--- config.mk ---
export PLATFORM = sky130hd
export DESIGN_NAME = music_seq
export DESIGN_NICKNAME = d
export VERILOG_FILES = /design/src/rtl/music_pkg.sv /design/src/rtl/music_seq_score_rom.sv /design/src/rtl/music_seq.sv
export SDC_FILE = /design/constraint.sdc
export NUM_CORES = 1
export LEC_CHECK = 0
export ABC_AREA = 1
export ABC_CLOCK_PERIOD_IN_PS = 1800
export CORE_MARGIN = 1.5
export CORE_UTILIZATION = 40
export DETAILED_ROUTE_END_ITERATION = 8
export PLACE_DENSITY_LB_ADDON = 0.05
export SYNTH_ARGS = -nofsm -noshare
export SYNTH_HDL_FRONTEND = slang
export SYNTH_SLANG_ARGS = --single-unit
--- constraint.sdc ---
create_clock -name clk_1mhz -period 1.8 [get_ports clk_1mhz]
set_input_delay 0.54 -clock clk_1mhz [delete_from_list [all_inputs] [get_ports clk_1mhz]]
set_output_delay 0.54 -clock clk_1mhz [all_outputs]
set_load 0.05 [all_outputs]
--- src/rtl/music_pkg.sv ---
// Shared definitions for the score sequencer: note codes, entry layout, FSM states.
// Latency: n/a (declarations only).
// Backpressure: n/a.
package music_pkg;

  // Note codes {level[1:0], note[2:0]}; level 0 means silence/rest.
  localparam logic [4:0] REST  = 5'b00000;
  localparam logic [4:0] L1_DO = 5'b01001, L1_RE = 5'b01010, L1_MI = 5'b01011, L1_FA = 5'b01100,
                         L1_SO = 5'b01101, L1_LA = 5'b01110, L1_SI = 5'b01111;
  localparam logic [4:0] L2_DO = 5'b10001, L2_RE = 5'b10010, L2_MI = 5'b10011, L2_FA = 5'b10100,
                         L2_SO = 5'b10101, L2_LA = 5'b10110, L2_SI = 5'b10111;
  localparam logic [4:0] L3_DO = 5'b11001, L3_RE = 5'b11010, L3_MI = 5'b11011, L3_FA = 5'b11100,
                         L3_SO = 5'b11101, L3_LA = 5'b11110, L3_SI = 5'b11111;

  // Score entry: [7:3] note code, [2:0] duration minus one; all-zero word ends the score.
  localparam logic [7:0] END_MARK = 8'h00;
  localparam int CODE_HI = 7;
  localparam int CODE_LO = 3;
  localparam int DUR_HI  = 2;
  localparam int DUR_LO  = 0;

  // Sequencer states.
  typedef logic [2:0] state_t;
  localparam state_t S_IDLE  = 3'd0;
  localparam state_t S_FETCH = 3'd1;
  localparam state_t S_WAIT  = 3'd2;
  localparam state_t S_PLAY  = 3'd3;
  localparam state_t S_GAP   = 3'd4;

  // A code with level 0 is a rest: no articulation gap follows it.
  function automatic logic is_rest(input logic [4:0] code);
    return (code[4:3] == 2'b00);
  endfunction

endpackage

--- src/rtl/music_seq_score_rom.sv ---
// Score ROM, 2**ADDR_W x 8, contents supplied as a packed image (entry 0 in the LSBs).
// Latency: 1 cycle, registered read data.
// Backpressure: none; reads every cycle.
module score_rom
  import music_pkg::*;
#(
  parameter int                         ADDR_W = 6,
  parameter logic [(2**ADDR_W)*8-1:0]   SCORE  = '0
) (
  input  logic              clk_1mhz,
  input  logic [ADDR_W-1:0] i_addr,
  output logic [7:0]        o_data
);

  logic [7:0] r_data;

  // Synchronous read of the addressed entry.
  always_ff @(posedge clk_1mhz) begin
    r_data <= SCORE[{i_addr, 3'b000} +: 8];
  end

  assign o_data = r_data;

endmodule

--- src/rtl/music_seq.sv ---
// Score sequencer: walks the score ROM and holds each note code for its duration, with gaps.
// Latency: 2 silent fetch cycles per entry; stop takes effect on the next cycle.
// Backpressure: pause level freezes PLAY/GAP counters and mutes note_data.
module music_seq
  import music_pkg::*;
#(
  parameter int                         BEAT_US = 250000,
  parameter int                         GAP_US  = 10000,
  parameter int                         ADDR_W  = 6,
  parameter logic [(2**ADDR_W)*8-1:0]   SCORE   = '0
) (
  input  logic              clk_1mhz,
  input  logic              rst_n,
  input  logic              play,
  input  logic              stop,
  input  logic              pause,
  input  logic              loop,
  output logic [4:0]        note_data,
  output logic              busy,
  output logic              done,
  output logic [ADDR_W-1:0] cur_addr
);

  localparam int TW = (BEAT_US > 1) ? $clog2(BEAT_US) : 1;
  localparam logic [TW-1:0] BEAT_LAST = TW'(BEAT_US - 1);
  // Last tick of the final unit for a sounding note; the rest of that unit is the gap.
  localparam logic [TW-1:0] NOTE_LAST = TW'(BEAT_US - 1 - GAP_US);
  localparam logic [TW-1:0] GAP_LAST  = TW'(GAP_US - 1);

  state_t            r_state;
  logic [ADDR_W-1:0] r_addr;
  logic [4:0]        r_code;
  logic [2:0]        r_units;
  logic [TW-1:0]     r_tick;

  logic [7:0]        w_rom_word;
  logic              w_end;
  logic              w_rest;
  logic [TW-1:0]     w_play_last;

  score_rom #(
    .ADDR_W (ADDR_W),
    .SCORE  (SCORE)
  ) u_rom (
    .clk_1mhz (clk_1mhz),
    .i_addr   (r_addr),
    .o_data   (w_rom_word)
  );

  assign w_end       = (w_rom_word == END_MARK);
  assign w_rest      = is_rest(r_code);
  assign w_play_last = w_rest ? BEAT_LAST : NOTE_LAST;

  // Playback FSM with beat tick counter and remaining-unit counter.
  always_ff @(posedge clk_1mhz or negedge rst_n) begin
    if (!rst_n) begin
      r_state <= S_IDLE;
      r_addr  <= '0;
      r_code  <= REST;
      r_units <= 3'd0;
      r_tick  <= '0;
    end else if (stop) begin
      r_state <= S_IDLE;
    end else begin
      case (r_state)
        S_IDLE: begin
          if (play) begin
            r_addr  <= '0;
            r_state <= S_FETCH;
          end
        end
        S_FETCH: r_state <= S_WAIT;
        S_WAIT: begin
          if (w_end) begin
            if (loop) begin
              r_addr  <= '0;
              r_state <= S_FETCH;
            end else begin
              r_state <= S_IDLE;
            end
          end else begin
            r_code  <= w_rom_word[CODE_HI:CODE_LO];
            r_units <= w_rom_word[DUR_HI:DUR_LO];
            r_tick  <= '0;
            r_state <= S_PLAY;
          end
        end
        S_PLAY: begin
          if (!pause) begin
            if (r_units == 3'd0 && r_tick == w_play_last) begin
              r_tick <= '0;
              if (w_rest) begin
                r_addr  <= r_addr + 1'b1;
                r_state <= S_FETCH;
              end else begin
                r_state <= S_GAP;
              end
            end else if (r_tick == BEAT_LAST) begin
              r_tick  <= '0;
              r_units <= r_units - 3'd1;
            end else begin
              r_tick <= r_tick + 1'b1;
            end
          end
        end
        S_GAP: begin
          if (!pause) begin
            if (r_tick == GAP_LAST) begin
              r_tick  <= '0;
              r_addr  <= r_addr + 1'b1;
              r_state <= S_FETCH;
            end else begin
              r_tick <= r_tick + 1'b1;
            end
          end
        end
        default: r_state <= S_IDLE;
      endcase
    end
  end

  assign note_data = (r_state == S_PLAY && !pause) ? r_code : REST;
  assign busy      = (r_state != S_IDLE);
  assign done      = (r_state == S_WAIT) && w_end && !loop && !stop;
  assign cur_addr  = r_addr;

endmodule
Word-level counts from Yosys, hierarchy flattened
Index checks and enable logic that the tools add are counted.

word-level totals
  flip-flop bits (word level) = 43
  input bits = 6
  output and inout port bits = 13
  logic and storage cells = 89

cells by class
  add/sub/neg operators = 3
  eq/ne operators = 23
  shift-type cells = 1
  muxes and demuxes = 33
  bitwise logic cells = 2
  reductions and logical operators = 21

operators with widths
  operator                   number
  $shiftx 512x10->8 const A  1
  $mux 18                    6
  $pmux 18 s3                1
  $mux 6                     8
  $mux 3                     12
  $pmux 6 s4                 1
  $ne 2x2->1 const B         11
  $add 18x1->18 const B      1
  $eq 18x14->1 const B       1
  $eq 18x18->1               1
  $eq 18x18->1 const B       1
  $mux 15                    1
  $ne 3x3->1 const B         5
  $pmux 3 s5                 1
  $reduce_and 10->1          1
  $reduce_and 5->1           2
  $logic_not 8->1            1
  $add 6x1->6 const B        1
  $eq 3x2->1 const B         2
  $logic_not 3->1            2
  $pmux 3 s2                 1
  $reduce_and 6->1           1
  $reduce_bool 3->1          2
  $logic_and 1x1->1          5
  11 further kinds           14

Logic depth before layout (Yosys ltp)
Gate-level depths: netlist (run 1).

  depth after elaboration = 8
  gate-level depth with buffers = 11

Cells and area by module
Synthesis (run 1) repeated with hierarchy kept, for this count alone.

second synthesis, totals
  cells, all modules = 361
  area, all modules = 2477.4 um^2

modules (own cells, without submodules)
  module     instances  cells an instance  area an instance (um^2)  seq. area each (um^2)
  music_seq  1          352                2413.6                   875.8
  score_rom  1          9                  63.8                     0.0

Worst setup path after synthesis (run 1)
No wires, ideal clock.

  path kind = register to output
  start = register r_state[0]
  end = output port done
  data arrival time = 1.759 ns
  data required time = 1.260 ns
  path slack = -0.499 ns
  cell stages (with the launch flop) = 5
  buffers on the path = 0
  path through = dfrtp_1 > inv_1 > ha_1 > inv_1 > nor3_1

between the ends
  word-level cells in the longest chain between the ends = 4

ends and longest elaborated chain
  what                             line              source
  from (decl)                      music_seq.sv:30   state_t r_state;
  from (signal assigned)           music_seq.sv:57   r_state <= S_IDLE;
  from (signal assigned)           music_seq.sv:63   r_state <= S_IDLE;
  from (signal assigned)           music_seq.sv:69   r_state <= S_FETCH;
  $eq 3x2->1                       music_seq.sv:124  assign done = (r_state == S_WAIT) && w_end && !loop && !stop;
  $logic_and 1x1->1 (3 in series)  music_seq.sv:124
  to (decl)                        music_seq.sv:20   output logic done,

Every way passes these cells.

Worst setup path after layout (run 1)
Ends and elaborated chain as after synthesis.

==> results of run 1 <==
==> through the flow <==
| step | cells | setup WS (ns) | utilization [%] |
|---|---|---|---|
| 3_5_place_dp | 368 | -0.238 | 50.3 |
| 2_1_floorplan | 279 | 0.00620 | - |
| 6_report | 383 | 0.00987 | 53.9 |
| 3_3_place_gp | 368 | -0.210 | 50.3 |
| 5_1_grt | 383 | -0.0493 | 53.9 |
| 4_1_cts | 379 | -0.0553 | 52.8 |
==> tightest hold or removal path: stages, from the launching register on <==
cell and delay [ns]:
dfrtp_1 0.35, nand2_1 0.06, nand2_1 0.05
==> area by class of cell <==
type                       count  area share [%]
clock buffer                   5            2.65
clock inverter                 3           0.675
inverter                      41            6.02
multi-input combinational    203            44.3
sequential                    29            28.0
tap                           67            3.23
timing repair buffer          35            15.1
==> path summary, 6_finish.rpt <==
kind | start | depth (start not counted) | endpoint
max | r_state[0] | 5 | done
min | r_units[0] | 2 | r_units[0]
max reg2reg | r_state[0] | 11 | r_tick[16]
min reg2reg | r_units[0] | 2 | r_units[0]
max in group asynchronous | rst_n | 2 | r_state[0]
min in group asynchronous | rst_n | 2 | r_tick[10]
==> cells by family after synthesis <==
logic type      count (synthesis)
compound gates                 19
xor+xnor                        4
fa+ha+maj                      10
buf+inv                        47
flops                          29
other cells                     1
simple gates                  165
==> registers in the layout, summed over array words and instances, names as in the netlist <==
name	count
r_tick	18
r_state	2
cur_addr	6
r_units	3
==> power by group <==
group	switching, W	internal, W
Combinational	0.000602	0.000392
Sequential	0.000218	0.000813
Clock	0.000264	0.000266
==> per-layer routing <==
metal,vias up,wire length (um)
li1,950,-
met1,839,2340
met2,19,2140
met3,8,105
met4,0,79
met5,-,0
==> timing repair <==
item,CTS,global route
gates resized for setup,10,7
setup buffers,3,4
pin swaps,2,7
endpoints found under the setup margin,2,6
==> cell usage in the layout (no fill, tap or decap), types with 2 or more instances in the layout <==
master,Yosys,final
nand2_1,68,67
nor2_1,35,35
inv_1,38,33
dfrtp_1,29,27
buf_4,5,20
nand3_1,18,18
nand4_1,14,14
a21oi_1,9,9
buf_12,0,9
ha_1,10,8
o21ai_0,7,7
inv_2,2,6
nand2_2,4,5
conb_1,1,5
clkbuf_8,1,5
nor3_1,5,4
nor3_4,2,3
nand3_2,3,3
nor3_2,3,3
xor2_1,3,3
nor2_4,3,3
nand3b_1,3,3
nor2_2,2,2
o21ai_1,2,2
ha_4,0,2
clkinv_2,0,2
dlygate4sd2_1,0,2
clkdlybuf4s50_1,0,2
dfrtp_2,0,2
==> out/results.txt, run 1 <==
largest net degree at the start of global routing = 30
cell count after synthesis = 275
max_cap viols = 0
Worst-Skew Late Latency = 0.29 ns
Placement Cell Area = 2420 sq um
Primary FF master, synth = dfrtp_1
Avg Inst Size Synth = 7.37 sq um
vias in the first global route = 1,799
Sink Count = 29
CTS tree = built
gr usage total = 19.9%
CP max FO = 2
status = completed
async set-reset flop share out of synthesis = 100%
crit-path leading delay family = flip-flops
final slew viol count = 0
share of the yosys chip area belonging to registers = 35.8%
setup TNS = 0 ns
f_max = 0.559 GHz
Adder-Cell Fraction of Synth Area = 6.17%
share of cells above drive strength 1 = 22.8%
Final Hold Violating Endpoints = 0
final period utilization = 99.5%
Post-synth EDFFs = 0
Via Count = 1,816
drt wl/cell = 12.2 um
CP max stage cell = dfrtp_2
leakage power = 1.27 nW
cts bufs inserted = 5
Worst-path clk slew = 0.07 ns
height of the die = 74.2 um
GRT overflow = 0
Routed WL = 4.67 mm
Max clock buf depth = 2
CP max stage delay = 0.41 ns
cts hold-fix bufs = 0
gr busiest metal = met2
met1 Use GR = 26.7%
flip-flop and latch area = 728 sq um
kind of end point of the critical path = output port
met2 Usage GRT = 31.7%
drt first pass iters = 4
Post-synth top cells = nand2_1 (68), inv_1 (38), nor2_1 (35), dfrtp_1 (29), nand3_1 (18)
die area = 5500 sq um
total power = 0.00256 W
hold slack = 0.488 ns
drt initial violations = 107
Synth area leaders = dfrtp_1 (36%), nand2_1 (13%), inv_1 (7.0%)
H-tree depth = 2
final setup vio count = 0
Seq cells post-synth = 29
met3 Use GR = 3.93%
RSZ-0062 raised after global routing = true
post-synth top area cell = dfrtp_1
Die W = 74.2 um
Yosys top cell area share = 35.8%
vias per cell = 4.74
GPL Wtd Cong = 0.812
Startpoint Class = flop
Post-Synth XOR/XNOR Area = 1.73%
fillcell total = 492
worst path buffer plus inverter count = 3
row cnt = 25
most common cell in the synthesized netlist = nand2_1
Port Buf Inserts = 13
largest family of logic cells by synthesized area = simple AND/OR/NAND/NOR gates
Antenna Nets Post-Route = 0
drc violations = 0
Syn-to-layout area delta = 28.1%
nets = 331
Ys Warns = 0
Worst R2R Setup Slack = 0.10 ns
simple-gate portion of the synthesized area = 41.2%
CP Class = reg -> out
post-synthesis mux area share = 0%
initial antenna violation count = 0
footprint of the multi-input gates = 1150 sq um
Power Dens Cells = 985 nW/um^2
Initial Utilization = 42.1%
n_diodes = 0
Synth Cell Area = 2030 sq um
worst-path cell chain = inv_2 > ha_4 > inv_4 > nor3_4 > buf_12
hold crit path type = reg -> reg
Compound-Gate Fraction of Synth Area = 4.75%
Clock Skew = 0.0115 ns
core area = 4820 sq um
worst path arrival time = 1.25 ns
Post-DP HPWL = 3.46 mm
first-pass GRT wire length = 8.34 mm
io pins = 19
Req. time, crit path = 1.26 ns
min cycle time layout = 1.79 ns
Root Driver = clkbuf_8
Worst IR Drop VDD = 0.535 mV
Finished Cell Area = 2600 sq um
count of different cell masters after synthesis = 31
(Power assumes the default switching activity.)
==> run 2: changes to the inputs <==
- ABC_CLOCK_PERIOD_IN_PS: 1800 -> 1900
- TNS_END_PERCENT: not set -> 30
- clock period: 1.8 -> 1.9 ns (I/O delays scaled with it)
==> run 2 against run 1 <==
Combinational power decreased by 9.8%. Highest routed layer unchanged. Non-clock buffer count decreased by 6. Largest power group unchanged. Final cell count decreased by 1.6%. Core utilization decreased by 0.88 points. Critical endpoint is now busy. Clock-buffer cell count unchanged. Via count decreased by 1.0%. Largest cell class unchanged.
==> out/results.txt, run 2 (same netlist as run 1, synthesis figures left out) <==
Post-DP HPWL = 3.48 mm (was 3.46 mm)
vias per cell = 4.77 (was 4.74)
Clock Skew = 0.00802 ns (was 0.0115 ns)
GPL Wtd Cong = 0.820 (was 0.812)
Max clock buf depth = 2 (unchanged)
Hold EP = r_units[0] (unchanged)
Most flops, register = r_tick (unchanged)
gr usage total = 19.3% (was 19.9%)
hold crit path type = reg -> reg (unchanged)
f_max = 0.549 GHz
core area = 4820 sq um (unchanged)
Sink Count = 29 (unchanged)
nets = 325 (was 331)
pin slew with the least headroom to its limit = 0.524 ns
Power Dens Cells = 1030 nW/um^2 (was 985 nW/um^2)
Syn-to-layout area delta = 26.0% (was 28.1%)
status = completed (unchanged)
Port Buf Inserts = 13 (unchanged)
Critical R2R Capture = r_tick[10] (was r_tick[16])
placed insts = 367 (was 368)
Req. time, crit path = 1.33 ns (was 1.26 ns)
Placement Cell Area = 2380 sq um (was 2420 sq um)
Max-slew headroom = 64.8%
largest net degree at the start of global routing = 30 (unchanged)
Startpoint Class = flop (unchanged)
Finished Cell Area = 2550 sq um (was 2600 sq um)
H-tree depth = 2 (unchanged)
io pins = 19 (unchanged)
drt initial violations = 126 (was 107)
Worst-Skew Late Latency = 0.29 ns (about the same)
die area = 5500 sq um (unchanged)
CP max FO = 2 (unchanged)
min cycle time layout = 1.82 ns
max_cap viols = 0 (unchanged)
Worst R2R Start = r_state[0] (unchanged)
commonest non-fill, non-tap cell in the layout = nand2_1 (unchanged)
final slew viol count = 0 (unchanged)
setup TNS = 0 ns (unchanged)
Hold Path Stages = 2 (unchanged)
drt wl/cell = 12.1 um (was 12.2 um)
row cnt = 25 (unchanged)
worst r2r path cells = 10 (was 11)
share of cells above drive strength 1 = 20.3% (was 22.8%)
first-pass GRT wire length = 8.04 mm (was 8.34 mm)
height of the die = 74.2 um (unchanged)
drc violations = 0 (unchanged)
Root Driver = clkbuf_8 (unchanged)
GRT overflow = 0 (unchanged)
Via Count = 1,797 (was 1,816)
n_diodes = 0 (unchanged)
number of flip-flops in the largest register = 18 (unchanged)
Worst R2R Setup Slack = 0.12 ns (was 0.10 ns)
HP Start = r_units[0] (unchanged)
Antenna Nets Post-Route = 0 (unchanged)
most frequent cells in the layout = nand2_1 (68), nor2_1 (35), inv_1 (34) (was nand2_1 (67), nor2_1 (35), inv_1 (33))
Initial Utilization = 42.1% (unchanged)
Worst-path clk slew = 0.06 ns (was 0.07 ns)
Routed WL = 4.56 mm (was 4.67 mm)
CTS tree = built (unchanged)
Cell Count, Final, Fillers Out = 377 (was 383)
kind of end point of the critical path = output port (unchanged)
Worst IR Drop VDD = 0.533 mV (was 0.535 mV)
RSZ-0062 raised after global routing = true (unchanged)
Final Hold Violating Endpoints = 0 (unchanged)
Core Util, Final = 53.0% (was 53.9%)
vias in the first global route = 1,743 (was 1,799)
drt first pass iters = 4 (unchanged)
final period utilization = 95.9%
cts hold-fix bufs = 0 (unchanged)
final setup vio count = 0 (unchanged)
CP Class = reg -> out (unchanged)
leakage power = 1.24 nW (was 1.27 nW)
worst path arrival time = 1.25 ns (about the same)
Die W = 74.2 um (unchanged)
initial antenna violation count = 0 (unchanged)
DP Worst Slack = -0.158 ns (was -0.238 ns)
cts bufs inserted = 5 (unchanged)
worst setup margin = 0.0776 ns (was 0.00987 ns)
-- run 2: final cells by class --
| class | count | area [sq um] |
|---|---|---|
| tap | 67 | 83.8 |
| fill | 479 | 2260 |
| clock buffer | 5 | 68.8 |
| sequential | 29 | 728 |
| inverter | 41 | 158 |
| timing repair buffer | 29 | 315 |
| clock inverter | 3 | 65.1 |
| multi-input combinational | 203 | 1130 |
-- run 2: repair_timing --
action	4_1_cts	5_1_grt
gates cloned	0	0
pin swaps	1	2
gates resized for setup	8	4
buffers inserted	2	0
endpoints found under the setup margin	1	10
-- run 2: critical path, stage by stage, from the launching register on --
cell and delay [ns]:
dfrtp_2 0.37, inv_2 0.05, buf_4 0.12, ha_1 0.21, inv_2 0.08, buf_12 0.13
-- run 2: report_power, final --
| part | leakage, nW | switching (W) | internal (W) |
|---|---|---|---|
| Sequential | 0.358 | 0.000193 | 0.000770 |
| Clock | 0.0681 | 0.000254 | 0.000521 |
| Combinational | 0.815 | 0.000563 | 0.000335 |
-- run 2: how the worst max path moves through the flow --
stage                     startpoint         to  slack [ns]  cells after the start
after global routing      r_state[0]  r_tick[4]       -0.02                     10
final                     r_state[0]       busy        0.08                      5
after global placement          stop       done       -0.15                      3
after detailed placement        stop       done       -0.16                      3
after floorplan           r_state[0]       done       0.001                      4
after CTS                 r_state[0]       done       0.005                      5
-- run 2: through the flow --
step,total power [W],hold WS [ns]
4_1_cts,0.00264,0.499
5_1_grt,0.00283,0.534
3_3_place_gp,0.00181,0.458
3_5_place_dp,0.00182,0.484
6_report,0.00263,0.499
2_1_floorplan,0.00150,0.274
-- run 2: per-layer routing --
metal | vias up | GRT usage [%] | part of all wire (%)
met5 | - | 0 | 0
met4 | 0 | 7.41 | 1.7
met3 | 7 | 2.85 | 2.9
met2 | 29 | 30.5 | 46
met1 | 821 | 26.6 | 49
li1 | 940 | - | -
==> run 3: changes to the inputs <==
- TNS_END_PERCENT: 30 -> not set
==> run 3 against run 2 <==
Routed wire length about the same. Combinational power barely moved. Worst hold slack is essentially flat. Sequential share of layout area about the same. Non-clock buffer count unchanged. Via count grew 0.28%. Fmax barely moved. Worst setup slack hardly changed. Global-route usage did not move. Final cell count unchanged. Power hardly changed.
==> out/results.txt, run 3 (same netlist as run 1, synthesis figures left out) <==
first-pass GRT wire length = 8.04 mm (unchanged)
Internal = 0.00163 W (about the same)
worst-path cell chain = inv_2 > buf_4 > ha_1 > inv_2 > buf_12 (unchanged)
nets = 325 (unchanged)
Most flops, register = r_tick (unchanged)
worst path arrival time = 1.25 ns (about the same)
Startpoint Class = flop (unchanged)
Die W = 74.2 um (unchanged)
GPL Wtd Cong = 0.820 (unchanged)
DP Worst Slack = -0.158 ns (unchanged)
Finished Cell Area = 2560 sq um (was 2550 sq um)
status = completed (unchanged)
Placement Cell Area = 2380 sq um (unchanged)
min cycle time layout = 1.82 ns (about the same)
final slew viol count = 0 (unchanged)
CP Class = reg -> out (unchanged)
row cnt = 25 (unchanged)
core area = 4820 sq um (unchanged)
Req. time, crit path = 1.33 ns (about the same)
most frequent cells in the layout = nand2_1 (68), nor2_1 (35), inv_1 (34) (unchanged)
RSZ-0062 raised after global routing = false (was true)
drt first pass iters = 4 (unchanged)
Clock Skew = 0.00811 ns (was 0.00802 ns)
Post-DP HPWL = 3.48 mm (unchanged)
largest net degree at the start of global routing = 30 (unchanged)
Via Count = 1,802 (was 1,797)
Sink Count = 29 (unchanged)
Antenna Nets Post-Route = 0 (unchanged)
commonest non-fill, non-tap cell in the layout = nand2_1 (unchanged)
final period utilization = 95.9% (about the same)
Flop pwr share = 36.6% (about the same)
gr usage total = 19.3% (unchanged)
flip-flop and latch area = 728 sq um (unchanged)
switch share = 38.3% (about the same)
Worst IR Drop VDD = 0.533 mV (about the same)
Worst-path clk slew = 0.06 ns (about the same)
max_cap viols = 0 (unchanged)
hold slack = 0.499 ns (about the same)
vias in the first global route = 1,743 (unchanged)
crit-path leading delay family = buffers and inverters (unchanged)
CTS tree = built (unchanged)
setup TNS = 0 ns (unchanged)
worst setup margin = 0.0777 ns (was 0.0776 ns)
hold crit path type = reg -> reg (unchanged)
Most Frequent Cell on Critical Path = inv_2 (unchanged)
Combinational Power Share = 34.0% (was 34.1%)
cts bufs inserted = 5 (unchanged)
clock share of power = 29.4% (about the same)
pin slew with the least headroom to its limit = 0.514 ns (was 0.524 ns)
drc violations = 0 (unchanged)
GRT overflow = 0 (unchanged)
Max clock buf depth = 2 (unchanged)
drt initial violations = 147 (was 126)
drt wl/cell = 12.1 um (about the same)
Worst-Skew Late Latency = 0.29 ns (about the same)
cts hold-fix bufs = 0 (unchanged)
CP max FO = 2 (unchanged)
Port Buf Inserts = 13 (unchanged)
footprint of the multi-input gates = 1140 sq um (was 1130 sq um)
Routed WL = 4.56 mm (about the same)
Cell Count, Final, Fillers Out = 377 (unchanged)
CP max stage delay = 0.37 ns (about the same)
fillcell total = 478 (was 479)
Initial Utilization = 42.1% (unchanged)
vias per cell = 4.78 (was 4.77)
Power Dens Cells = 1030 nW/um^2 (about the same)
final setup vio count = 0 (unchanged)
switching pwr = 0.00101 W (about the same)
worst path buffer plus inverter count = 4 (unchanged)
placed insts = 367 (unchanged)
CP max stage cell = dfrtp_2 (unchanged)
Max-slew headroom = 65.5% (was 64.8%)
n_diodes = 0 (unchanged)
die area = 5500 sq um (unchanged)
Root Driver = clkbuf_8 (unchanged)
io pins = 19 (unchanged)
number of flip-flops in the largest register = 18 (unchanged)
f_max = 0.549 GHz (about the same)
Syn-to-layout area delta = 26.1% (was 26.0%)
Final Hold Violating Endpoints = 0 (unchanged)
initial antenna violation count = 0 (unchanged)
kind of end point of the critical path = output port (unchanged)
leakage power = 1.24 nW (about the same)
height of the die = 74.2 um (unchanged)
share of cells above drive strength 1 = 20.6% (was 20.3%)
H-tree depth = 2 (unchanged)
-- run 3: worst paths after layout --
kind / cells after the start / slack (ns) / endpoint / from
max: 5 / 0.08 / busy / r_state[0]
min: 2 / 0.50 / r_units[0] / r_units[0]
max reg2reg: 10 / 0.13 / r_tick[10] / r_state[0]
min reg2reg: 2 / 0.50 / r_units[0] / r_units[0]
max in group asynchronous: 2 / 0.93 / r_state[0] / rst_n
min in group asynchronous: 2 / 0.68 / r_tick[12] / rst_n
-- run 3: timing repair --
item                                    4_1_cts  5_1_grt
setup buffers                                 2        0
pin swaps                                     1        4
endpoints found under the setup margin        1       10
gates resized for setup                       8        5
-- run 3: worst min-delay path, cell delays in order, from the launching register on --
cell and delay (ns):
dfrtp_1 0.35, nand2_1 0.06, nand2_1 0.06
-- run 3: power by group through the flow --
stage | clock network (W) | logic [W] | registers, W
floorplan | 0 | 0.000574 | 0.000926
CTS | 0.000787 | 0.000892 | 0.000963
global placement | 0 | 0.000829 | 0.000977
finish | 0.000774 | 0.000898 | 0.000964
global route | 0.000813 | 0.00102 | 0.000994
detailed placement | 0 | 0.000840 | 0.000979
-- run 3: cell type report --
cell class / instances / area share, %
multi-input cells: 203 / 44.5
flip-flops and latches: 29 / 28.5
repair buffers: 29 / 12.3
inverters: 41 / 6.17
well taps: 67 / 3.28
clock buffers: 5 / 2.69
clock inverters: 3 / 2.55
-- run 3: stage by stage --
step / power [W] / util (%)
after floorplan: 0.00150 / -
after detailed placement: 0.00182 / 49.5
after global placement: 0.00181 / 49.5
after global routing: 0.00283 / 53.1
after CTS: 0.00264 / 52.9
final: 0.00264 / 53.1
-- run 3: layer usage --
metal | wire length [um] | up-vias | GRT usage, %
li1 | - | 942 | -
met1 | 2220 | 823 | 26.6
met5 | 0 | - | 0
met3 | 143 | 7 | 2.85
met4 | 78 | 0 | 7.41
met2 | 2120 | 30 | 30.5
